**config.mk**
```make
export PLATFORM = sky130hd
export DESIGN_NAME = truth_table_sequencer
export DESIGN_NICKNAME = d
export VERILOG_FILES = /design/src/rtl/tt_seq_pkg.sv /design/src/rtl/truth_table_sequencer_timer.sv /design/src/rtl/truth_table_sequencer.sv
export SDC_FILE = /design/constraint.sdc
export NUM_CORES = 1
export LEC_CHECK = 0
export CAP_MARGIN = 20
export CORE_MARGIN = 2
export CORE_UTILIZATION = 57
export DETAILED_ROUTE_END_ITERATION = 10
export DONT_BUFFER_PORTS = 1
export PLACE_DENSITY = 0.8
export SYNTH_ARGS = -nofsm -noshare
export SYNTH_HDL_FRONTEND = slang
export SYNTH_SLANG_ARGS = --single-unit
```
**constraint.sdc**
```tcl
create_clock -name clk -period 2.2 [get_ports clk]
set_input_delay 0.22 -clock clk [delete_from_list [all_inputs] [get_ports clk]]
set_output_delay 0.22 -clock clk [all_outputs]
set_load 0.01 [all_outputs]
```
**src/rtl/tt_seq_pkg.sv**
```systemverilog
// Shared types and sizes for the truth-table sequencer.
// State encoding, vector count, counter width and a popcount helper.
package tt_seq_pkg;

    typedef enum logic [1:0] {
        ST_IDLE,
        ST_DRIVE,
        ST_SAMPLE,
        ST_DONE
    } state_t;

    localparam int unsigned NVEC  = 8;
    localparam int unsigned XW    = 3;
    localparam int unsigned CNT_W = 4;

    function automatic logic [3:0] popcount8(input logic [NVEC-1:0] v);
        logic [3:0] n;
        n = '0;
        for (int i = 0; i < NVEC; i++) begin
            n = n + {3'b000, v[i]};
        end
        return n;
    endfunction

endpackage

```
**src/rtl/truth_table_sequencer_timer.sv**
```systemverilog
// Settle down-counter: loads a value, counts down while enabled,
// and flags zero. Stops at zero.
module tt_settle_timer
    import tt_seq_pkg::*;
(
    input  logic             clk,
    input  logic             rst_n,
    input  logic             load,
    input  logic [CNT_W-1:0] load_val,
    input  logic             en,
    output logic             zero
);

    logic [CNT_W-1:0] cnt;

    always_ff @(posedge clk or negedge rst_n) begin
        if (!rst_n) begin
            cnt <= '0;
        end else if (load) begin
            cnt <= load_val;
        end else if (en && (cnt != '0)) begin
            cnt <= cnt - 1'b1;
        end
    end

    assign zero = (cnt == '0);

endmodule

```
**src/rtl/truth_table_sequencer.sv**
```systemverilog
// Sweeps all 8 input vectors of a 3-input block and captures its table.
// Optional TT_SEQ_ERRCNT_EN adds a saturating mismatch counter err_cnt.
module truth_table_sequencer
    import tt_seq_pkg::*;
#(
    parameter int unsigned     SETTLE   = 2,
    parameter logic [NVEC-1:0] EXPECTED = 8'hE8
) (
    input  logic            clk,
    input  logic            rst_n,
    input  logic            start,
    input  logic            abort,
    input  logic            f,
    output logic [XW-1:0]   x,
    output logic            busy,
    output logic            done,
    output logic [NVEC-1:0] tt,
    output logic [NVEC-1:0] mismatch,
    output logic            pass
`ifdef TT_SEQ_ERRCNT_EN
    ,
    output logic [7:0]      err_cnt
`endif
);

    localparam logic [CNT_W-1:0] RELOAD = CNT_W'(SETTLE - 1);

    state_t          state, state_d;
    logic [XW-1:0]   x_d;
    logic [NVEC-1:0] shadow, shadow_d;
    logic [NVEC-1:0] tt_d, mm_d;
    logic            pass_d, done_d;
    logic            load, en, zero;

    tt_settle_timer u_timer (
        .clk      (clk),
        .rst_n    (rst_n),
        .load     (load),
        .load_val (RELOAD),
        .en       (en),
        .zero     (zero)
    );

    always_comb begin
        state_d  = state;
        x_d      = x;
        shadow_d = shadow;
        tt_d     = tt;
        mm_d     = mismatch;
        pass_d   = pass;
        done_d   = 1'b0;
        load     = 1'b0;
        en       = 1'b0;
        unique case (state)
            ST_IDLE: begin
                if (start && !abort) begin
                    state_d  = ST_DRIVE;
                    x_d      = '0;
                    shadow_d = '0;
                    load     = 1'b1;
                end
            end
            ST_DRIVE: begin
                if (abort) begin
                    state_d = ST_IDLE;
                    x_d     = '0;
                end else if (zero) begin
                    state_d = ST_SAMPLE;
                end else begin
                    en = 1'b1;
                end
            end
            ST_SAMPLE: begin
                if (abort) begin
                    state_d = ST_IDLE;
                    x_d     = '0;
                end else begin
                    shadow_d[x] = f;
                    if (x == XW'(NVEC - 1)) begin
                        state_d = ST_DONE;
                    end else begin
                        state_d = ST_DRIVE;
                        x_d     = x + 1'b1;
                        load    = 1'b1;
                    end
                end
            end
            ST_DONE: begin
                // Publish is unconditional: abort is not honoured here
                tt_d    = shadow;
                mm_d    = shadow ^ EXPECTED;
                pass_d  = (shadow == EXPECTED);
                done_d  = 1'b1;
                state_d = ST_IDLE;
                x_d     = '0;
            end
            default: begin
                state_d = ST_IDLE;
                x_d     = '0;
            end
        endcase
    end

    always_ff @(posedge clk or negedge rst_n) begin
        if (!rst_n) begin
            state    <= ST_IDLE;
            x        <= '0;
            shadow   <= '0;
            tt       <= '0;
            mismatch <= '0;
            pass     <= 1'b0;
            done     <= 1'b0;
        end else begin
            state    <= state_d;
            x        <= x_d;
            shadow   <= shadow_d;
            tt       <= tt_d;
            mismatch <= mm_d;
            pass     <= pass_d;
            done     <= done_d;
        end
    end

    assign busy = (state != ST_IDLE);

`ifdef TT_SEQ_ERRCNT_EN
    logic [8:0] err_sum;

    assign err_sum = {1'b0, err_cnt} + {5'b00000, popcount8(shadow ^ EXPECTED)};

    always_ff @(posedge clk or negedge rst_n) begin
        if (!rst_n) begin
            err_cnt <= '0;
        end else if (state == ST_DONE) begin
            err_cnt <= err_sum[8] ? 8'hFF : err_sum[7:0];
        end
    end
`endif

endmodule
```
* Word level (Yosys, flattened, before mapping)
Cells that the tools add are included.
Storage, ports and cells: register bits 35, word-level logic and storage cells 63
Operators by class: equality and inequality tests 10, order comparisons 2, bitwise operators 1, muxes and demuxes 27, reductions and logical operators 13, add/sub/neg operators 2
Operators by type and width (count):
- two-way mux 8 bit | 2
- one-hot mux 8 bit (2 select lines) | 1
- two-way mux 3 bit | 4
- one-hot mux 3 bit (4 select lines) | 1
- two-way mux 2 bit | 5
- bitwise mux 8 bit | 1
- equality test 8 bit (second input constant) | 1
- two-way mux 1 bit | 8
- two-way mux 4 bit | 2
- one-hot mux 2 bit (4 select lines) | 1
- inequality test 2 bit (second input constant) | 3
- AND reduction 3 bit | 2
- nonzero test 2 bit | 3
- equality test 2 bit (second input constant) | 2
- logical NOT 4 bit | 1
- < comparator 3 x 4 -> 1 bit (second input constant) | 1
- inverter 4 bit | 1
- nonzero test 4 bit | 1
- subtractor 4 x 1 -> 4 bit (second input constant) | 1
- adder 3 x 1 -> 3 bit (second input constant) | 1
- demux 1 bit (select 3 bit) | 1
- equality test 3 bit (second input constant) | 1
- >= comparator 3 x 1 -> 1 bit (second input constant) | 1
- logical AND 1 bit | 3
- 7 further kinds | 7

* Logic depth before layout (Yosys ltp)
Gate-level depths: netlist of the first run.
depth after elaboration 7, gate-level depth with buffers 6, mapped depth without buffers 5

* Cells and area by module
From an unflattened synthesis of the first run, not the netlist that was laid out.
Second synthesis, totals: cells, all modules 148, area total of the unflattened synthesis 1606.5 um^2
Modules (own cells, without submodules):
- truth_table_sequencer | instances 1, cells each 121, area an instance 1336.3 um^2
- tt_settle_timer | instances 1, cells each 27, area an instance 270.3 um^2

* Worst setup path after synthesis of the first run
Ideal clock, no wire load.
path kind register to register, from register x[0], to register shadow[2], arrival time 1.483 ns, setup slack 0.575 ns, path buffers 1, stages on the path, launching flop included 5, data required time 2.057 ns, path through dfrtp_1 buf_6 or3b_2 a2111oi_0 o22ai_1
Between the ends: cells in the longest elaborated chain, start to end 7, elaborated cells on any way between the ends 8, those cells by class order compare: 2; mux: 5; reduce/logical: 1
RTL lines:
- start: declaration | RTL line truth_table_sequencer.sv:14 | output logic [XW-1:0] x,
- start signal: assignment | RTL line truth_table_sequencer.sv:107 | x <= '0;
- start signal: assignment | RTL line truth_table_sequencer.sv:115 | x <= x_d;
- < comparator 3 x 4 -> 1 bit (implied by the code) or >= comparator 3 x 1 -> 1 bit (tied branches) | RTL line truth_table_sequencer.sv:78 | shadow_d[x] = f;
- logical AND 1 bit (implied by the code) | RTL line truth_table_sequencer.sv:78
- two-way mux 1 bit (implied by the code) | RTL line truth_table_sequencer.sv:78
- demux 1 bit (select 3 bit) (*) | RTL line truth_table_sequencer.sv:78
- bitwise mux 8 bit (*) | RTL line truth_table_sequencer.sv:78
- two-way mux 8 bit (*) | RTL line truth_table_sequencer.sv:74 | if (abort) begin
- one-hot mux 8 bit (2 select lines) (*) | RTL line truth_table_sequencer.sv:54 | unique case (state)
- end signal: assignment | RTL line truth_table_sequencer.sv:116 | shadow <= shadow_d;
- end: declaration | RTL line truth_table_sequencer.sv:30 | logic [NVEC-1:0] shadow, shadow_d;
Mark *: on every way between the ends. The rest lies on a longest branch, timed or not. The select of a mux whose other input is x is not followed. A chain may end at the register's enable or synchronous reset.

* Final worst setup path of the first run
from register x[2], to register shadow[4]
The elaborated chain is that of the path after synthesis.

==> results.sh, run 1 <==
export IMPL_status="completed"
export IMPL_total_power_mw=1.66
export IMPL_num_fill_cells=199
export IMPL_max_freq_mhz=537
export IMPL_avgSynthCellArea_um2=9.62
export IMPL_path_clk_slew_ps=100
export IMPL_slowest_stage="dfrtp_1"
export IMPL_arrival_ps=2060
export IMPL_min_from="abort"
export IMPL_grt_overflow_total=0
export IMPL_fin_worst_skew_ps=11.1
export IMPL_start_util=0.618
export IMPL_avgRoutedWirePerCell_um=16.1
export IMPL_h_tree_depth=2
export IMPL_mostFrequentLayoutCells="31 x dfrtp_1, 23 x nand2_1, 16 x o21ai_0"
export IMPL_place_ws_ps=366
export IMPL_cap_violations=0
export IMPL_maxSlewHeadroom=0.563
export IMPL_period_needed_ps=1860
export IMPL_cts_sink_count=31
export IMPL_grt_usage=0.210
export IMPL_setup_viol=0
export IMPL_synth_edf_count=0
export IMPL_syn_cell_area_um2=1560
export IMPL_ant_nets=0
export IMPL_yosysSeqAreaShare=0.498
export IMPL_ys_flop_type="dfrtp_1"
export IMPL_layout_commonest_cell="dfrtp_1"
export IMPL_ff_latch_area_um2=776
export IMPL_place_port_buffers=0
export IMPL_finalNetCount=166
export IMPL_p_leak_nw=0.712
export IMPL_grt_antenna_before_repair=0
export IMPL_grt_max_degree=32
export IMPL_critical_path_required_ps=2390
export IMPL_ff2ff_path_depth=3
export IMPL_ys_ff_latch=31
export IMPL_final_hold_violation_count=0
export IMPL_placed_cells_incl_taps=177
export IMPL_peakVddDrop_mv=0.646
export IMPL_fp_coreArea_um2=2520
export IMPL_final_area_um2=1640
export IMPL_min_path_cells=2
export IMPL_holdWs_ps=96.1
export IMPL_fin_ws_ps=338
export IMPL_cp_top_family="flip-flops"
export IMPL_placed_area_um2=1520
export IMPL_r2r_slack_ps=340
export IMPL_crit_type="register to register"
export IMPL_rsz0062_at_grt="false"
export IMPL_synthCells=162
export IMPL_syn_nets=171
export IMPL_root_buffer="clkbuf_4"
export IMPL_async_reset_ff_frac=1.00
export IMPL_fin_setup_tns_ps=0
export IMPL_first_iter_violations=39
export IMPL_drive_gt1_frac=0.108
export IMPL_chipWidth_um=56.3
export IMPL_utilization=0.651
export IMPL_vias=1179
export IMPL_cts_made_buffers=5
export IMPL_clock_path_buffers=2
export IMPL_worstPathMaxFanout=15
export IMPL_routed_wl_um=3020
export IMPL_worst_r2r_startpoint="x[2]"
export IMPL_die_area_um2=3170
export IMPL_io_pin_count=27
export IMPL_grt_pass1_wl_um=5130
export IMPL_p_per_area_nw_per_um2=1010
export IMPL_cts_tree="built"
export IMPL_final_instance_count_excl_fill=188
export IMPL_grt_pass1_vias=1090
export IMPL_area_delta_synth_final_pct=5.46
export IMPL_rows=18
export IMPL_diodes=0
export IMPL_min_to="shadow[2]"
export IMPL_ys_warn_count=0
export IMPL_vias_per_cell=6.27
export IMPL_tightest_slew_ps=654
export IMPL_start_kind="register"
export IMPL_synth_distinct_cells=36
export IMPL_critPathMaxStageDelay_ps=650
export IMPL_finalCritPeriodShare=0.847
export IMPL_r2r_end="shadow[4]"
export IMPL_dp_hpwl_um=2080
export IMPL_multi_input_area_um2=643
export IMPL_gp_congestion=0.832
export IMPL_die_h_um=56.3
export IMPL_first_pass_iters=4
export IMPL_critical_path_cell_chain="or3b_2 > a2111oi_0 > o22ai_1"
export IMPL_drc=0
export IMPL_crit_buf_inv=0
export IMPL_endpoint_kind="register"
export IMPL_holdCritPathClass="primary input to register"
export IMPL_drv_slew=0
export IMPL_clk_latency_ps=320
==> repair_timing <==
item,4_1_cts,5_1_grt
hold buffers,3,0
gates resized for setup,0,0
endpoints found under the hold margin,32,0
setup endpoints to repair,0,0
setup buffers,0,0
==> cells in the mapped netlist (all sizes together), types with 2 or more instances <==
cell	number	area, um^2
a2111oi	8	70.1
a21oi	3	15.0
and4bb	2	25.0
buf	8	56.3
clkbuf	8	30.0
dfrtp	31	776
ha	4	50.1
inv	14	52.6
nand2	23	86.3
nand2b	2	12.5
nand3	2	10.0
nand3b	4	30.0
nand4	2	12.5
nor2	2	7.51
nor3b	2	15.0
o21ai	16	80.1
o22ai	6	37.5
o31ai	3	22.5
o32ai	2	17.5
or2	2	12.5
or3	2	12.5
or3b	5	43.8
==> power by group <==
part           leakage, nW  internal [mW]  switching (mW)  total [mW]
registers            0.414          0.694           0.184       0.878
clock network       0.0482          0.268           0.188       0.456
logic                0.249          0.141           0.182       0.323
total                0.712           1.10           0.554        1.66
==> flip-flops by register name, summed over array words and instances (netlist names) <==
signal	cells
shadow	8
tt	8
mismatch	4
u_timer.cnt	4
x	3
state	2
done	1
pass	1
==> routing by layer <==
metal	GRT usage	routed length, um	vias up
met3	0.0599	175	5
met4	0.0714	34	0
met5	0	0	-
met2	0.341	1470	40
met1	0.271	1340	573
li1	-	-	561
==> layout make-up <==
class / count / area share
Sequential cell: 31 / 0.472
Multi-Input combinational cell: 101 / 0.391
Inverter: 14 / 0.0320
Clock buffer: 6 / 0.0312
Timing Repair Buffer: 4 / 0.0289
Tap cell: 30 / 0.0228
Clock inverter: 2 / 0.0213
==> how the worst max path moves through the flow <==
stage          cells past startpoint        end  startpoint  slack, ps
3_5_place_dp                       5       x[0]        x[1]        370
2_1_floorplan                      4  shadow[2]        x[0]        570
4_1_cts                            5       x[0]        x[1]        350
3_3_place_gp                       5       x[2]        x[1]        430
6_report                           3  shadow[4]        x[2]        340
5_1_grt                            5       x[1]        x[1]        160
==> cell families (layout without fill, tap and decap cells) <==
kind of cell,Yosys count,count (layout),share of synthesized area
adders and majority gates,4,4,0.0321
muxes,1,1,0.00643
AOI/OAI and AO/OA,42,42,0.177
buffers and inverters,30,26,0.0892
and+or+nand+nor,54,54,0.198
DFF,31,31,0.498
No activity file was read; power rests on OpenSTA's default activity.
==> run 2, diff against run 1 <==
--- a/config.mk
+++ b/config.mk
@@ -7,10 +7,10 @@
 export LEC_CHECK = 0
 export CAP_MARGIN = 20
 export CORE_MARGIN = 2
-export CORE_UTILIZATION = 57
+export CORE_UTILIZATION = 55
 export DETAILED_ROUTE_END_ITERATION = 10
 export DONT_BUFFER_PORTS = 1
-export PLACE_DENSITY = 0.8
+export PLACE_DENSITY = 0.81
 export SYNTH_ARGS = -nofsm -noshare
 export SYNTH_HDL_FRONTEND = slang
 export SYNTH_SLANG_ARGS = --single-unit
==> constraint.sdc (replaced) <==
create_clock -name clk -period 1.7 [get_ports clk]
set_input_delay 0.17 -clock clk [delete_from_list [all_inputs] [get_ports clk]]
set_output_delay 0.17 -clock clk [all_outputs]
set_load 0.01 [all_outputs]
==> run 2 against run 1 <==
The flow now finishes with violations (negative hold slack); combinational power grew 72%; sequential cell count is the same; hold slack lost 100 ps; critical path depth is the same; global-route usage grew 1.4 points; largest cell class unchanged; power grew 37%; die area grew 3.4%; via count grew 4.7%; core utilization grew 0.32 points; clock skew grew 1.4 ps; design area grew 8.9%; largest power group unchanged.
==> results.sh, run 2 (synthesis gave the netlist of run 1 again) <==
export IMPL_drv_slew=0
export IMPL_max_freq_mhz=589
export IMPL_path_clk_slew_ps=110
export IMPL_ant_nets=0
export IMPL_first_pass_iters=4
export IMPL_worstPathMaxFanout=9
export IMPL_die_h_um=57.2
export IMPL_grt_pass1_wl_um=5470
export IMPL_cap_violations=0
export IMPL_endpoint_kind="register"
export IMPL_peakVddDrop_mv=0.889
export IMPL_diodes=0
export IMPL_p_leak_nw=0.781
export IMPL_holdWs_ps=-3.86
export IMPL_grt_usage=0.225
export IMPL_clk_latency_ps=350
export IMPL_h_tree_depth=2
export IMPL_dp_hpwl_um=2070
export IMPL_area_delta_synth_final_pct=14.9
export IMPL_die_area_um2=3270
export IMPL_largestRegisters="shadow (8), tt (8)"
export IMPL_slowest_stage="dfrtp_1"
export IMPL_start_kind="register"
export IMPL_grt_antenna_before_repair=0
export IMPL_grt_pass1_vias=1173
export IMPL_holdCritPathClass="primary input to register"
export IMPL_avgRoutedWirePerCell_um=16.1
export IMPL_critical_path_required_ps=1910
export IMPL_setup_viol=0
export IMPL_final_hold_violation_count=3
export IMPL_fin_worst_skew_ps=12.5
export IMPL_finalCritPeriodShare=0.998
export IMPL_tightest_slew_ps=411
export IMPL_first_iter_violations=54
export IMPL_rows=19
export IMPL_critical_path_cell_chain="or3b_1 > a2111oi_1 > o32ai_1"
export IMPL_layout_commonest_cell="dfrtp_1"
export IMPL_vias_per_cell=6.08
export IMPL_grt_overflow_total=0
export IMPL_routed_wl_um=3280
export IMPL_p_per_area_nw_per_um2=1270
export IMPL_period_needed_ps=1700
export IMPL_arrival_ps=1910
export IMPL_finalNetCount=180
export IMPL_io_pin_count=27
export IMPL_utilization=0.654
export IMPL_crit_type="register to register"
export IMPL_maxSlewHeadroom=0.719
export IMPL_cts_sink_count=31
export IMPL_cts_tree="built"
export IMPL_failed_checks="negative hold slack"
export IMPL_gp_congestion=0.809
export IMPL_root_buffer="clkbuf_4"
export IMPL_drc=0
export IMPL_chipWidth_um=57.2
export IMPL_grt_max_degree=32
export IMPL_critPathMaxStageDelay_ps=480
export IMPL_drive_gt1_frac=0.221
export IMPL_vias=1235
export IMPL_crit_buf_inv=0
export IMPL_cp_top_family="compound AO/OA/AOI/OAI gates"
export IMPL_mostFrequentLayoutCells="29 x dfrtp_1, 23 x nand2_1, 16 x o21ai_0"
export IMPL_place_port_buffers=0
export IMPL_status="finished with violations"
export IMPL_fp_coreArea_um2=2730
export IMPL_clock_path_buffers=2
export IMPL_fin_ws_ps=3.20
export IMPL_cts_made_buffers=5
export IMPL_place_ws_ps=-8.97
export IMPL_start_util=0.570
==> run 2: path summary, 6_finish.rpt <==
kind,endpoint,from,slack (ps),cells after the start
setup / recovery,shadow[1],x[2],3,3
hold / removal,shadow[2],abort,-4,2
setup reg to reg,shadow[1],x[2],3,3
hold reg to reg,mismatch[5],shadow[5],490,1
max in group asynchronous,tt[2],rst_n,1270,2
min in group asynchronous,x[0],rst_n,260,2
==> run 2: worst reg2reg max path, cell delays in order (launching register included) <==
cell	delay [ps]
dfrtp_1	480
or3b_1	420
a2111oi_1	470
o32ai_1	200
==> run 2: cell type report <==
class,count,area [um^2]
Clock buffer,6,51.3
Clock inverter,2,35.0
Multi-Input combinational cell,101,678
Fill cell,208,945
Sequential cell,31,778
Inverter,14,52.6
Tap cell,31,38.8
Timing Repair Buffer,18,155
==> run 2: metal layers <==
layer / up-vias / share of wire / track usage
li1: 595 / - / -
met1: 591 / 0.45 / 0.285
met2: 43 / 0.48 / 0.328
met3: 6 / 0.046 / 0.0771
met4: 0 / 0.025 / 0.143
met5: - / 0 / 0
==> run 2: report_power, final <==
| part | switching [mW] | internal (mW) |
|---|---|---|
| clock | 0.269 | 0.347 |
| combinational | 0.314 | 0.243 |
| sequential | 0.192 | 0.900 |
==> run 2: per-stage QoR <==
step	cells	area, um^2	TNS, ps	power, mW
floorplan	162	1560	0	1.49
detailed placement	190	1610	-18.5	1.58
global placement	190	1610	0	1.54
finish	203	1790	0	2.26
CTS	201	1740	0	2.23
global route	203	1790	-71.5	2.40
==> run 2: repair_timing <==
| item | 4_1_cts | 5_1_grt |
|---|---|---|
| setup endpoints to repair | 4 | 12 |
| hold endpoints to repair | 32 | 1 |
| cloned | 0 | 0 |
| hold buffers | 3 | 1 |
| buffers inserted | 0 | 1 |
| resized for setup | 2 | 11 |
==> run 3, diff against run 2 <==
--- a/config.mk
+++ b/config.mk
@@ -11,6 +11,7 @@
 export DETAILED_ROUTE_END_ITERATION = 10
 export DONT_BUFFER_PORTS = 1
 export PLACE_DENSITY = 0.81
+export SKIP_LAST_GASP = 1
 export SYNTH_ARGS = -nofsm -noshare
 export SYNTH_HDL_FRONTEND = slang
 export SYNTH_SLANG_ARGS = --single-unit
==> run 3 against run 2 <==
Sequential cell count did not move; largest power group unchanged; maximum frequency rose by 1.0%; critical path depth did not move; sequential power barely moved; sequential share of layout area rose by 0.061 points; the run still ends with negative hold slack left; clock power barely moved; die area did not move; routed wire length fell by 0.12%; design area fell by 0.14%; cell count did not move; register-to-register slack improved by 20 ps; combinational power barely moved.
==> results.sh, run 3 (synthesis gave the netlist of run 1 again) <==
export IMPL_finalNetCount=180
export IMPL_grt_max_degree=32
export IMPL_rsz0062_at_grt="true"
export IMPL_first_pass_iters=4
export IMPL_root_buffer="clkbuf_4"
export IMPL_grt_overflow_total=0
export IMPL_worstPathMaxFanout=9
export IMPL_grt_usage=0.225
export IMPL_start_util=0.570
export IMPL_busiest_layer="met2"
export IMPL_p_per_area_nw_per_um2=1270
export IMPL_clock_path_buffers=2
export IMPL_gp_congestion=0.809
export IMPL_gr_usage_met1=0.285
export IMPL_met3_usage=0.0771
export IMPL_met2_usage=0.328
export IMPL_critical_path_cell_chain="or3b_1 > a2111oi_1 > o32ai_1"
export IMPL_failed_checks="negative hold slack"
export IMPL_drc=0
export IMPL_die_h_um=57.2
export IMPL_avgRoutedWirePerCell_um=16.1
export IMPL_status="finished with violations"
export IMPL_slowest_stage="dfrtp_1"
export IMPL_place_port_buffers=0
export IMPL_path_clk_slew_ps=110
export IMPL_grt_pass1_wl_um=5470
export IMPL_max_freq_mhz=595
export IMPL_maxSlewHeadroom=0.724
export IMPL_finalCritPeriodShare=0.988
export IMPL_arrival_ps=1900
export IMPL_cts_tree="built"
export IMPL_dp_hpwl_um=2070
export IMPL_peakVddDrop_mv=0.886
export IMPL_holdWs_ps=-3.28
export IMPL_crit_buf_inv=0
export IMPL_die_area_um2=3270
export IMPL_crit_type="register to register"
export IMPL_setup_viol=0
export IMPL_area_delta_synth_final_pct=14.7
export IMPL_first_iter_violations=60
export IMPL_cts_made_buffers=5
export IMPL_fp_coreArea_um2=2730
export IMPL_endpoint_kind="register"
export IMPL_period_needed_ps=1680
export IMPL_h_tree_depth=2
export IMPL_rows=19
export IMPL_ant_nets=0
export IMPL_vias=1232
export IMPL_routed_wl_um=3270
export IMPL_num_fill_cells=209
export IMPL_grt_antenna_before_repair=0
export IMPL_vias_per_cell=6.07
export IMPL_io_pin_count=27
export IMPL_chipWidth_um=57.2
export IMPL_diodes=0
export IMPL_cts_sink_count=31
export IMPL_drv_slew=0
export IMPL_clk_latency_ps=350
export IMPL_final_area_um2=1790
export IMPL_fin_worst_skew_ps=11.4
export IMPL_drive_gt1_frac=0.215
export IMPL_holdCritPathClass="primary input to register"
export IMPL_largestRegisters="shadow (8), tt (8)"
export IMPL_final_hold_violation_count=3
export IMPL_mostFrequentLayoutCells="29 x dfrtp_1, 23 x nand2_1, 16 x o21ai_0"
export IMPL_grt_pass1_vias=1173
export IMPL_p_leak_nw=0.784
export IMPL_start_kind="register"
export IMPL_placed_area_um2=1610
export IMPL_cap_violations=0
export IMPL_tightest_slew_ps=403
export IMPL_critical_path_required_ps=1920
export IMPL_cp_top_family="compound AO/OA/AOI/OAI gates"
export IMPL_layout_commonest_cell="dfrtp_1"
export IMPL_critPathMaxStageDelay_ps=480
export IMPL_utilization=0.654
==> run 3: cell types whose count changed in the layout (fill, tap and decap cells not counted) <==
cell,change
ha_1,+1
ha_2,-1
==> run 3: worst register-to-register path, stage by stage, from the launching register on <==
cell       delay (ps)
dfrtp_1           480
or3b_1            420
a2111oi_1         470
o32ai_1           180
==> run 3: layout make-up <==
cell class,count,area [um^2],share of cell area
timing repair buffer,18,155,0.0868
tap,31,38.8,0.0217
clock buffer,6,51.3,0.0287
clock inverter,2,35.0,0.0196
multi-input combinational,101,676,0.378
inverter,14,52.6,0.0294
sequential,31,778,0.436
==> run 3: layer usage <==
layer	wire length, um	part of all wire
met5	0	0
met4	83	0.025
met1	1440	0.44
met3	174	0.053
met2	1570	0.48
==> run 3: per-stage QoR <==
| step | std cells | setup WS [ps] | power, mW | hold slack, ps | setup TNS (ps) |
|---|---|---|---|---|---|
| 5_1_grt | 203 | -43.7 | 2.40 | 2.18 | -79.1 |
| 4_1_cts | 201 | 16.7 | 2.23 | 10.8 | 0 |
| 3_3_place_gp | 190 | 72.1 | 1.54 | -125 | 0 |
| 6_report | 203 | 20.3 | 2.26 | -3.28 | 0 |
| 2_1_floorplan | 162 | 74.9 | 1.49 | -126 | 0 |
| 3_5_place_dp | 190 | -8.97 | 1.58 | -125 | -18.5 |
==> run 3: path summary, 6_finish.rpt <==
check,startpoint,to,slack (ps),cells after the start
max,x[2],shadow[1],20,3
min,abort,shadow[2],-3,2
max reg2reg,x[2],shadow[1],20,3
min reg2reg,shadow[5],mismatch[5],490,1
max in group asynchronous,rst_n,tt[2],1270,2
min in group asynchronous,rst_n,x[0],260,2
==> run 3: repair_timing <==
action | 4_1_cts | 5_1_grt
endpoints found under the hold margin | 32 | 1
setup endpoints to repair | 4 | 12
hold buffers | 3 | 1
setup buffers | 0 | 1
gates resized for setup | 2 | 10
==> run 3: where the power goes <==
part           leakage [nW]  internal, mW  switching [mW]
Combinational         0.325         0.242           0.314
Sequential            0.411         0.900           0.191
Clock                0.0482         0.347           0.269
